### config.mk
export PLATFORM = sky130hd
export DESIGN_NAME = usart_bus_master_flat
export DESIGN_NICKNAME = d
export VERILOG_FILES = /design/src/rtl/usart_bus_master_pkg.sv /design/src/rtl/usart_bus_master_if.sv /design/src/rtl/usart_bus_master.sv /design/src/flat_wrapper.sv
export SDC_FILE = /design/constraint.sdc
export NUM_CORES = 1
export LEC_CHECK = 0
export ABC_AREA = 1
export BUFFER_PORTS_ARGS = -buffer_cell sky130_fd_sc_hd__buf_2
export CORE_ASPECT_RATIO = 1.25
export CORE_MARGIN = 2
export CORE_UTILIZATION = 35
export CTS_CLUSTER_SIZE = 8
export DETAILED_ROUTE_END_ITERATION = 10
export SYNTH_ARGS = -nofsm -noshare
export SYNTH_HDL_FRONTEND = slang
export SYNTH_SLANG_ARGS = --single-unit
### constraint.sdc
create_clock -name cp2 -period 2.9 [get_ports cp2]
set_clock_uncertainty 0.1 [all_clocks]
set_input_delay 0.58 -clock cp2 [delete_from_list [all_inputs] [get_ports cp2]]
set_output_delay 0.58 -clock cp2 [all_outputs]
set_load 0.02 [all_outputs]
### src/rtl/usart_bus_master_pkg.sv
// Shared types and constants for the USARTn bus-master sequencer.
package usart_pkg;

  localparam int unsigned ADDR_W = 12;
  localparam int unsigned DATA_W = 8;
  localparam int unsigned GAP_W  = 4;

  // Register offsets relative to UCSRnA
  typedef enum logic [2:0] {
    OFS_A     = 3'd0,
    OFS_B     = 3'd1,
    OFS_C     = 3'd2,
    OFS_UBRRL = 3'd4,
    OFS_UBRRH = 3'd5,
    OFS_UDR   = 3'd6
  } reg_ofs_e;

  typedef enum logic [2:0] {
    BIT_RXC  = 3'd7,
    BIT_TXC  = 3'd6,
    BIT_UDRE = 3'd5,
    BIT_FE   = 3'd4,
    BIT_DOR  = 3'd3,
    BIT_UPE  = 3'd2,
    BIT_U2X  = 3'd1
  } ucsra_bit_e;

  typedef enum logic [2:0] {
    BIT_RXEN = 3'd4,
    BIT_TXEN = 3'd3
  } ucsrb_bit_e;

  localparam logic [DATA_W-1:0] UCSRB_INIT = 8'b0001_1000;

  typedef enum logic [3:0] {
    S_IDLE,
    S_W_UBRRH,
    S_W_UBRRL,
    S_W_A,
    S_W_B,
    S_W_C,
    S_POLL,
    S_RD_UDR,
    S_WR_UDR,
    S_GAP
  } state_e;

endpackage

### src/rtl/usart_bus_master_if.sv
// Data-bus and byte-stream bundle between the sequencer and its environment.
interface usart_bus_master_if;
  import usart_pkg::*;

  logic [ADDR_W-1:0] ram_Addr;
  logic              ramre;
  logic              ramwe;
  logic [DATA_W-1:0] dbus_out;
  logic [DATA_W-1:0] dbus_in;
  logic              tx_valid;
  logic [DATA_W-1:0] tx_data;
  logic              tx_ready;
  logic              rx_valid;
  logic [DATA_W-1:0] rx_data;
  logic              rx_ready;

  modport master (
    output ram_Addr, ramre, ramwe, dbus_out, tx_ready, rx_valid, rx_data,
    input  dbus_in, tx_valid, tx_data, rx_ready
  );

  modport slave (
    input  ram_Addr, ramre, ramwe, dbus_out, tx_ready, rx_valid, rx_data,
    output dbus_in, tx_valid, tx_data, rx_ready
  );

endinterface

### src/rtl/usart_bus_master.sv
// Bus initiator that programs USARTn, then polls UCSRnA and moves bytes
// between the tx/rx streams and UDRn.
module usart_bus_master
  import usart_pkg::*;
#(
  parameter logic [ADDR_W-1:0] BASE = 12'h0C0,
  parameter int unsigned       GAP  = 1
) (
  input  logic                cp2,
  input  logic                ireset,
  input  logic                start,
  input  logic [11:0]         cfg_ubrr,
  input  logic [DATA_W-1:0]   cfg_ucsrc,
  input  logic                cfg_u2x,
  output logic [2:0]          rx_err,
  output logic                init_done,
  usart_bus_master_if.master  bus
);

  state_e            state_q, state_d, ret_q, ret_d, follow;
  logic              acc_end;
  logic [GAP_W-1:0]  gap_cnt_q, gap_cnt_d;
  logic [11:0]       ubrr_q, ubrr_d;
  logic [DATA_W-1:0] ucsrc_q, ucsrc_d;
  logic              u2x_q, u2x_d;
  logic [DATA_W-1:0] tx_byte_q, tx_byte_d;
  logic [2:0]        err_cap_q, err_cap_d;
  logic [DATA_W-1:0] rx_data_q, rx_data_d;
  logic              rx_valid_q, rx_valid_d;
  logic [2:0]        rx_err_q, rx_err_d;
  logic [ADDR_W-1:0] addr_q, addr_d;
  logic [DATA_W-1:0] dout_q, dout_d;
  logic              re_q, re_d, we_q, we_d;
  logic              tx_ready_q, tx_ready_d;
  logic              init_done_q, init_done_d;

  always_ff @(posedge cp2 or posedge ireset) begin
    if (ireset) begin
      state_q     <= S_IDLE;
      ret_q       <= S_IDLE;
      gap_cnt_q   <= '0;
      ubrr_q      <= '0;
      ucsrc_q     <= '0;
      u2x_q       <= 1'b0;
      tx_byte_q   <= '0;
      err_cap_q   <= '0;
      rx_data_q   <= '0;
      rx_valid_q  <= 1'b0;
      rx_err_q    <= '0;
      addr_q      <= '0;
      dout_q      <= '0;
      re_q        <= 1'b0;
      we_q        <= 1'b0;
      tx_ready_q  <= 1'b0;
      init_done_q <= 1'b0;
    end else begin
      state_q     <= state_d;
      ret_q       <= ret_d;
      gap_cnt_q   <= gap_cnt_d;
      ubrr_q      <= ubrr_d;
      ucsrc_q     <= ucsrc_d;
      u2x_q       <= u2x_d;
      tx_byte_q   <= tx_byte_d;
      err_cap_q   <= err_cap_d;
      rx_data_q   <= rx_data_d;
      rx_valid_q  <= rx_valid_d;
      rx_err_q    <= rx_err_d;
      addr_q      <= addr_d;
      dout_q      <= dout_d;
      re_q        <= re_d;
      we_q        <= we_d;
      tx_ready_q  <= tx_ready_d;
      init_done_q <= init_done_d;
    end
  end

  // Next state; every access state funnels through the gap counter
  always_comb begin
    state_d    = state_q;
    ret_d      = ret_q;
    gap_cnt_d  = gap_cnt_q;
    ubrr_d     = ubrr_q;
    ucsrc_d    = ucsrc_q;
    u2x_d      = u2x_q;
    tx_byte_d  = tx_byte_q;
    err_cap_d  = err_cap_q;
    rx_data_d  = rx_data_q;
    rx_valid_d = rx_valid_q;
    rx_err_d   = rx_err_q;
    follow     = S_IDLE;
    acc_end    = 1'b0;

    if (rx_valid_q && bus.rx_ready) rx_valid_d = 1'b0;

    unique case (state_q)
      S_IDLE: begin
        if (start) begin
          state_d  = S_W_UBRRH;
          ubrr_d   = cfg_ubrr;
          ucsrc_d  = cfg_ucsrc;
          u2x_d    = cfg_u2x;
          rx_err_d = '0;
        end
      end
      S_W_UBRRH: begin acc_end = 1'b1; follow = S_W_UBRRL; end
      S_W_UBRRL: begin acc_end = 1'b1; follow = S_W_A;     end
      S_W_A:     begin acc_end = 1'b1; follow = S_W_B;     end
      S_W_B:     begin acc_end = 1'b1; follow = S_W_C;     end
      S_W_C:     begin acc_end = 1'b1; follow = S_POLL;    end
      S_POLL: begin
        acc_end = 1'b1;
        follow  = S_POLL;
        // A held rx byte blocks RXC service so the USART itself flags overrun
        if (bus.dbus_in[BIT_RXC] && !rx_valid_q) begin
          follow    = S_RD_UDR;
          err_cap_d = bus.dbus_in[BIT_FE:BIT_UPE];
        end else if (bus.dbus_in[BIT_UDRE] && bus.tx_valid) begin
          follow    = S_WR_UDR;
          tx_byte_d = bus.tx_data;
        end
      end
      S_RD_UDR: begin
        acc_end    = 1'b1;
        follow     = S_POLL;
        rx_data_d  = bus.dbus_in;
        rx_valid_d = 1'b1;
        rx_err_d   = rx_err_q | err_cap_q;
      end
      S_WR_UDR: begin acc_end = 1'b1; follow = S_POLL; end
      S_GAP: begin
        if (gap_cnt_q == '0) state_d = ret_q;
        else                 gap_cnt_d = gap_cnt_q - GAP_W'(1);
      end
      default: state_d = S_IDLE;
    endcase

    if (acc_end) begin
      if (GAP == 0) begin
        state_d = follow;
      end else begin
        state_d   = S_GAP;
        ret_d     = follow;
        gap_cnt_d = GAP_W'(GAP - 1);
      end
    end
  end

  // Registered bus outputs, decoded from the state being entered
  always_comb begin
    addr_d      = addr_q;
    dout_d      = dout_q;
    re_d        = 1'b0;
    we_d        = 1'b0;
    tx_ready_d  = 1'b0;
    init_done_d = init_done_q | (state_d == S_POLL);

    unique case (state_d)
      S_W_UBRRH: begin
        we_d = 1'b1; addr_d = BASE + ADDR_W'(OFS_UBRRH); dout_d = {4'b0000, ubrr_d[11:8]};
      end
      S_W_UBRRL: begin
        we_d = 1'b1; addr_d = BASE + ADDR_W'(OFS_UBRRL); dout_d = ubrr_d[7:0];
      end
      S_W_A: begin
        we_d = 1'b1; addr_d = BASE + ADDR_W'(OFS_A); dout_d = {6'b000000, u2x_d, 1'b0};
      end
      S_W_B: begin
        we_d = 1'b1; addr_d = BASE + ADDR_W'(OFS_B); dout_d = UCSRB_INIT;
      end
      S_W_C: begin
        we_d = 1'b1; addr_d = BASE + ADDR_W'(OFS_C); dout_d = ucsrc_d;
      end
      S_POLL: begin
        re_d = 1'b1; addr_d = BASE + ADDR_W'(OFS_A);
      end
      S_RD_UDR: begin
        re_d = 1'b1; addr_d = BASE + ADDR_W'(OFS_UDR);
      end
      S_WR_UDR: begin
        we_d = 1'b1; tx_ready_d = 1'b1; addr_d = BASE + ADDR_W'(OFS_UDR); dout_d = tx_byte_d;
      end
      default: ;
    endcase
  end

  assign bus.ram_Addr = addr_q;
  assign bus.ramre    = re_q;
  assign bus.ramwe    = we_q;
  assign bus.dbus_out = dout_q;
  assign bus.tx_ready = tx_ready_q;
  assign bus.rx_valid = rx_valid_q;
  assign bus.rx_data  = rx_data_q;
  assign rx_err       = rx_err_q;
  assign init_done    = init_done_q;

endmodule
### src/flat_wrapper.sv
// flat-port wrapper written by rule: the top's interface ports become plain ports
module usart_bus_master_flat import usart_pkg::*;
#(
  parameter logic [ADDR_W-1:0] BASE = 12'h0C0,
  parameter int unsigned       GAP  = 1
)
  (cp2, ireset, start, cfg_ubrr, cfg_ucsrc, cfg_u2x, rx_err, init_done, bus_ram_Addr, bus_ramre, bus_ramwe, bus_dbus_out, bus_tx_ready, bus_rx_valid, bus_rx_data, bus_dbus_in, bus_tx_valid, bus_tx_data, bus_rx_ready);
  usart_bus_master_if bus_i ();
  input  logic cp2;
  input  logic ireset;
  input  logic start;
  input  logic [11:0] cfg_ubrr;
  input  logic [DATA_W-1:0] cfg_ucsrc;
  input  logic cfg_u2x;
  output logic [2:0] rx_err;
  output logic init_done;
  output wire logic [$bits(bus_i.ram_Addr)-1:0] bus_ram_Addr;
  output wire logic [$bits(bus_i.ramre)-1:0] bus_ramre;
  output wire logic [$bits(bus_i.ramwe)-1:0] bus_ramwe;
  output wire logic [$bits(bus_i.dbus_out)-1:0] bus_dbus_out;
  output wire logic [$bits(bus_i.tx_ready)-1:0] bus_tx_ready;
  output wire logic [$bits(bus_i.rx_valid)-1:0] bus_rx_valid;
  output wire logic [$bits(bus_i.rx_data)-1:0] bus_rx_data;
  input wire logic [$bits(bus_i.dbus_in)-1:0] bus_dbus_in;
  input wire logic [$bits(bus_i.tx_valid)-1:0] bus_tx_valid;
  input wire logic [$bits(bus_i.tx_data)-1:0] bus_tx_data;
  input wire logic [$bits(bus_i.rx_ready)-1:0] bus_rx_ready;
  assign bus_ram_Addr = bus_i.ram_Addr;
  assign bus_ramre = bus_i.ramre;
  assign bus_ramwe = bus_i.ramwe;
  assign bus_dbus_out = bus_i.dbus_out;
  assign bus_tx_ready = bus_i.tx_ready;
  assign bus_rx_valid = bus_i.rx_valid;
  assign bus_rx_data = bus_i.rx_data;
  assign bus_i.dbus_in = bus_dbus_in;
  assign bus_i.tx_valid = bus_tx_valid;
  assign bus_i.tx_data = bus_tx_data;
  assign bus_i.rx_ready = bus_rx_ready;
  usart_bus_master #(.BASE(BASE), .GAP(GAP)) u_core (.cp2(cp2), .ireset(ireset), .start(start), .cfg_ubrr(cfg_ubrr), .cfg_ucsrc(cfg_ucsrc), .cfg_u2x(cfg_u2x), .rx_err(rx_err), .init_done(init_done), .bus(bus_i));
endmodule
==> results of run 1 <==
==> layout by cell type, fill, tap and decap left out, types with 4 or more instances in the layout <==
cell type	synthesis	routed
nand3_4	4	4
nand2_2	5	5
or2_2	5	5
dfrtp_1	72	72
nand2_1	122	122
nand4_1	5	5
nand3_1	18	18
mux2_2	4	4
nor2_1	23	23
nand2_4	5	5
buf_2	2	70
conb_1	1	7
inv_2	6	7
o21ai_1	4	4
nor2_2	4	4
o21ai_0	27	27
nor2_4	7	7
inv_1	47	46
clkbuf_16	0	9
a21oi_1	8	8
==> logic make-up after synthesis <==
group,count (synthesis),synth area share [%]
flip-flops,72,51.6
XOR/XNOR,1,0.251
buffers and inverters,68,8.78
AND/OR/NAND/NOR,202,28.7
other,1,0.107
AO/OA/AOI/OAI,49,7.99
multiplexers,7,2.15
adder cells (fa/ha/maj),1,0.358
==> how the worst max path moves through the flow <==
stage                                  from                endpoint  slack, ns  cells after the start
after floorplan                      ireset  u_core.bus.dbus_out[0]       0.40                      1
after global placement       bus_dbus_in[7]  u_core.bus.dbus_out[1]       0.63                     13
after detailed placement     bus_dbus_in[7]  u_core.bus.dbus_out[1]       0.61                     13
after CTS                 u_core.state_q[3]  u_core.bus.dbus_out[1]       0.68                     12
after global routing      u_core.state_q[3]  u_core.bus.dbus_out[1]       0.47                     12
final                     u_core.state_q[3]  u_core.bus.dbus_out[1]       0.70                     12
==> per-layer routing <==
metal / vias to the layer above / wire length, um
met5: - / 0
met4: 0 / 149
met2: 56 / 4060
met3: 11 / 356
li1: 1397 / -
met1: 1288 / 3210
==> sequential cells by signal, indices dropped and copies added, names as in the netlist, 3 cells and up <==
name,count
u_core.bus.ram_Addr,4
u_core.ubrr_q,12
u_core.tx_byte_q,8
u_core.rx_err,3
u_core.state_q,4
u_core.bus.rx_data,8
u_core.ucsrc_q,8
u_core.ret_q,4
u_core.bus.dbus_out,8
u_core.err_cap_q,3
u_core.gap_cnt_q,4
==> critical path, delay by kind of cell (launching register included) <==
| kind | cells | cell delay [ns] |
|---|---|---|
| flip-flops | 1 | 0.42 |
| AO/OA/AOI/OAI | 1 | 0.13 |
| buffers and inverters | 2 | 0.53 |
| AND/OR/NAND/NOR | 9 | 0.96 |
==> final cells by class <==
cell class | instances | area share, %
clock inverters | 5 | 0.916
repair buffers | 72 | 8.93
flip-flops and latches | 72 | 42.6
well taps | 126 | 3.72
inverters | 53 | 4.70
clock buffers | 11 | 5.97
multi-input cells | 267 | 33.2
==> power by group <==
| part | switching (uW) | total [uW] | internal, uW |
|---|---|---|---|
| clock network | 416 | 1050 | 629 |
| logic | 1680 | 2450 | 777 |
| registers | 155 | 1520 | 1360 |
==> through the flow <==
step	total power [uW]	worst slack (ns)
after floorplan	3480	0.395
after detailed placement	4010	0.614
after global routing	5450	0.466
after CTS	5080	0.680
after global placement	3950	0.626
final	5020	0.704
==> metrics.txt, run 1 <==
status=finished clean; met2 Track Usage GR=26.4%; drt total wl=7780 um; Storage cell area=0.00180 mm^2; H-tree depth=3; Synth area leader=dfrtp_1; CORE AREA=0.00966 mm^2; maximum VDD drop=0.000418 V; Post-DP HPWL=5890 um; Post-synth EDFFs=0; Worst path most repeated cell=nand2_1; post-synthesis cell type count=34; CP arrival=2.37 ns; peak fanout along the critical path=18; Hold Vio Cnt, Final=0; Synth Instances=401; Lkg Pwr=0.00227 uW; RSZ-0062 raised after global routing=no; CP peak stage delay=0.42 ns; Hold Buf Count CTS=0; Non-Filler Instances=606; Nets=518; layout cell share with drive strength beyond 1=27.5%; met1 usage=17.9%; Die H=116 um; first-pass GRT wire length=12,700 um; # DRC=0; syn avg cell area=8.71 um^2; Yosys top cell area share=51.6%; CP cell instances=nor2_2, nand2_1, inv_2, nand2_4, inv_1, or2_2, o21ai_0, nor2_1, nor2_1, nand2_1, nand2_1, nand2_1; crit path max-delay cell type=dfrtp_1; critical path type=reg2reg; clock latency on the worst-skew pair=0.33 ns; dominant cells by area after synthesis=dfrtp_1 52%, nand2_1 13%, inv_1 5.1%; DR iter-0 viols=142; worst reg2reg path depth=12; Die W=93.3 um; cts bufs inserted=9; Total GRT Usage=15.2%; busiest layer in global routing=met2; vias in the first global route=2,671; kind of end point of the critical path=flop; largest net degree at the start of global routing=52; Post-synth top cells=122 x nand2_1, 72 x dfrtp_1, 47 x inv_1; CP startpoint kind=flop; setup tns final=0 ns; critical path data required time=3.07 ns; grt ovf=0; Final min period=2.20 ns; Min Hold Slack=0.164 ns; global routing usage on met3=3.51%; post-layout util=43.8%; Yosys reg bits=72; drt pass-1 iters=4; setup bufs post-CTS=0; placed insts=590; filler instances=976; via count=2,752; TritonCTS clock tree=built; die area=0.0108 mm^2; R2R Setup Slk=0.70 ns; Final period util=75.7%; Boundary Pins=78; final setup violation count=0; Hold WC Path Type=in2async; global placer's final weighted congestion=0.808; Ys Warns=0; Starting Density=36.1%; R2R Path End=u_core.bus.dbus_out[1]; Worst-Margin Slew=0.499 ns; cell with the most instances after synthesis=nand2_1; DR WL/cell=12.8 um; PortBufs=70; Max clock buf depth=2; DRT antenna net count=0; FFs w/ async S/R, synth=100%; Most used DFF post-synth=dfrtp_1; Slew Limit Fails=0; vias per cell=4.54; Layout area overhead=21.3%; pwr dens=1190 mW/mm^2; Max-cap violations=0; Syn Std Cell Area=0.00349 mm^2; Critical R2R Launch=u_core.state_q[3]; CTS Root Cell=clkbuf_16; Ant. Diodes=0; fin area=0.00423 mm^2; Fmax=455 MHz; Multi-input gate area=0.00141 mm^2; row cnt=40; cts repair resizes=0; sequential fraction of the synthesis area=51.6%; initial antenna violation count=0; # clock sinks=72; dpl cell area=0.00394 mm^2; clock slew at reported path FFs=0.06 ns; Max-slew headroom=66.7%
(Power assumes the default switching activity.)
==> inputs of run 2 (changes only) <==
==> constraint.sdc (replaced) <==
create_clock -name cp2 -period 1.84 [get_ports cp2]
set_clock_uncertainty 0.1 [all_clocks]
set_input_delay 0.368 -clock cp2 [delete_from_list [all_inputs] [get_ports cp2]]
set_output_delay 0.368 -clock cp2 [all_outputs]
set_load 0.02 [all_outputs]
==> run 2 against run 1 <==
  * The flow now finishes with violations (negative setup slack)
  * Critical path depth did not move
  * Fmax up 11%
  * First-iteration DRC count is 23% lower
  * Register-to-register slack lost 0.84 ns
  * Non-clock buffer count increased by 56
  * Worst setup slack worse by 0.84 ns
  * Clock-buffer cell count fell by 1
  * Core utilization grew 7.3 points
  * Wire length grew 15%
  * Die area is the same
  * Clock power rose by 75%
  * Total power is 98% higher
  * Critical path type unchanged
  * Largest cell class unchanged
==> metrics.txt, run 2 (same netlist as run 1, synthesis figures left out) <==
RSZ-0062 raised after global routing=yes; Die H=116 um (unchanged); TritonCTS clock tree=built; dpl cell area=0.00428 mm^2 (+8.6%); Storage cell area=0.00181 mm^2 (+0.21%); Die W=93.3 um (unchanged); Net Sw Power=4230 uW (+88%); die area=0.0108 mm^2 (unchanged); Sw Ratio=42.5% (-2.3 points); pwr dens=2020 mW/mm^2 (+70%); most frequent cells in the layout=108 x nand2_1, 70 x buf_2, 69 x dfrtp_1, 48 x buf_4, 42 x inv_1; critical path data required time=1.97 ns (-1.10 ns); CORE AREA=0.00966 mm^2 (unchanged); Fmax=505 MHz (+11%); global routing usage on met3=4.42% (+0.91 points); row cnt=40 (unchanged); first-pass GRT wire length=14,400 um (+14%); setup tns final=-1.17 ns (-1.17 ns); Max clock buf depth=2 (unchanged); largest net degree at the start of global routing=73 (+40%); status=complete, but fails checks; post-layout util=51.1% (+7.3 points); layout cell share with drive strength beyond 1=40.3% (+13 points); clock latency on the worst-skew pair=0.34 ns (about the same); met1 usage=20.5% (+2.6 points); cts bufs inserted=9 (unchanged); via count=3,039 (+10%); crit path max-delay cell type=dfrtp_1; drt total wl=8960 um (+15%); Boundary Pins=78 (unchanged); Top Family by Delay on Critical Path=simple AND/OR/NAND/NOR gates; Ant. Diodes=0 (unchanged); Internal Power=5720 uW (+110%); Hold WC Path Type=in2async; commonest non-fill, non-tap cell in the layout=nand2_1; Clock Power Share=18.5% (-2.3 points); Final min period=1.98 ns (-0.217 ns); initial antenna violation count=0 (unchanged); sequential share of power=24.4% (-5.9 points); global placer's final weighted congestion=0.800 (-0.92%); filler instances=899 (-7.9%); max reg flops=12 (unchanged); DR iter-0 viols=109 (-23%); # clock sinks=72 (unchanged); Buf+Inv Stages, Crit Path=5 (+3); CP startpoint kind=flop; CTS Root Cell=clkbuf_16; Largest Register=u_core.ubrr_q; CP peak stage delay=0.43 ns (about the same); Hold Buf Count CTS=0 (unchanged); Multi-input gate area=0.00159 mm^2 (+13%); Combinational Power Share=57.1% (+8.2 points); Slew Limit Fails=0 (unchanged); H-tree depth=3 (unchanged); Nets=575 (+11%); failing checks=negative setup slack; Lkg Pwr=0.00262 uW (+16%); Layout area overhead=41.4%; Starting Density=36.1% (unchanged); met2 Track Usage GR=29.9% (+3.5 points); maximum VDD drop=0.000796 V (+90%); CP cell instances=inv_2, nand2_4, nor2_8, buf_6, nand3_4, inv_4, buf_4, nand2_2, o211ai_1, nand3_1, nand2_1, inv_1; clock slew at reported path FFs=0.05 ns (about the same); Non-Filler Instances=662 (+9.2%); peak fanout along the critical path=5 (-13); DRT antenna net count=0 (unchanged); fin area=0.00494 mm^2 (+17%); Max-cap violations=0 (unchanged); Total GRT Usage=17.3% (+2.1 points); setup ws final=-0.139 ns (-0.843 ns); kind of end point of the critical path=flop; Final period util=108% (+32 points); DR WL/cell=13.5 um (+5.4%); Tot Pwr=9950 uW (+98%); PortBufs=70 (unchanged); Post-DP HPWL=6240 um (+5.8%); final setup violation count=13 (+13); # DRC=0 (unchanged); drt pass-1 iters=4 (unchanged); CP arrival=2.11 ns (-0.26 ns); busiest layer in global routing=met2; vias per cell=4.59 (+1.1%); placed insts=626 (+6.1%); critical path type=reg2reg; vias in the first global route=3,023 (+13%); grt ovf=0 (unchanged); Hold Vio Cnt, Final=0 (unchanged)
run 2: final cells by class:
type                       count  area share (%)
clock buffer                  10            4.64
clock inverter                 5            1.67
inverter                      53            4.21
multi-input combinational    268            32.2
sequential                    72            36.6
tap                          126            3.19
timing repair buffer         128            17.6
run 2: path summary, 6_finish.rpt:
check / start / end / slack [ns] / cells past startpoint
min in group cp2: bus_rx_ready / u_core.bus.rx_valid / 0.11 / 2
worst max-delay path: u_core.state_q[2] / u_core.bus.ram_Addr[2] / -0.14 / 12
worst max register to register: u_core.state_q[2] / u_core.bus.ram_Addr[2] / -0.14 / 12
worst min register to register: u_core.init_done / u_core.init_done / 0.37 / 1
worst min-delay path: ireset / u_core.bus.ram_Addr[1] / 0.02 / 3
max in group asynchronous: ireset / u_core.state_q[3] / 1.28 / 3
run 2: timing repair:
action | 4_1_cts | 5_1_grt
pin swaps | 23 | 14
cloned | 1 | 0
resized for setup | 20 | 34
setup buffers | 14 | 8
setup endpoints to repair | 13 | 16
run 2: power by group through the flow:
| stage | clock, uW | combinational (uW) | sequential (uW) |
|---|---|---|---|
| after floorplan | 0 | 2900 | 2620 |
| after global placement | 0 | 4600 | 2400 |
| after detailed placement | 0 | 4680 | 2410 |
| after CTS | 1880 | 5330 | 2400 |
| after global routing | 1970 | 6250 | 2480 |
| final | 1840 | 5680 | 2430 |
run 2: per-layer routing:
metal	share of wire [%]	wire, um
met1	41	3680
met2	52	4650
met3	4.7	425
met4	2.2	201
met5	0	0
run 2: worst min-delay path: stages:
cell	delay, ns
buf_2	0.11
clkinvlp_4	0.07
buf_12	0.30
run 2: metrics by stage:
step / hold WS [ns] / worst slack, ns
final: 0.0156 / -0.139
after global routing: 0.0460 / -0.253
after CTS: 0.0445 / -0.0446
after detailed placement: 0.363 / -0.160
after global placement: 0.356 / -0.158
after floorplan: 0.338 / 0.0187
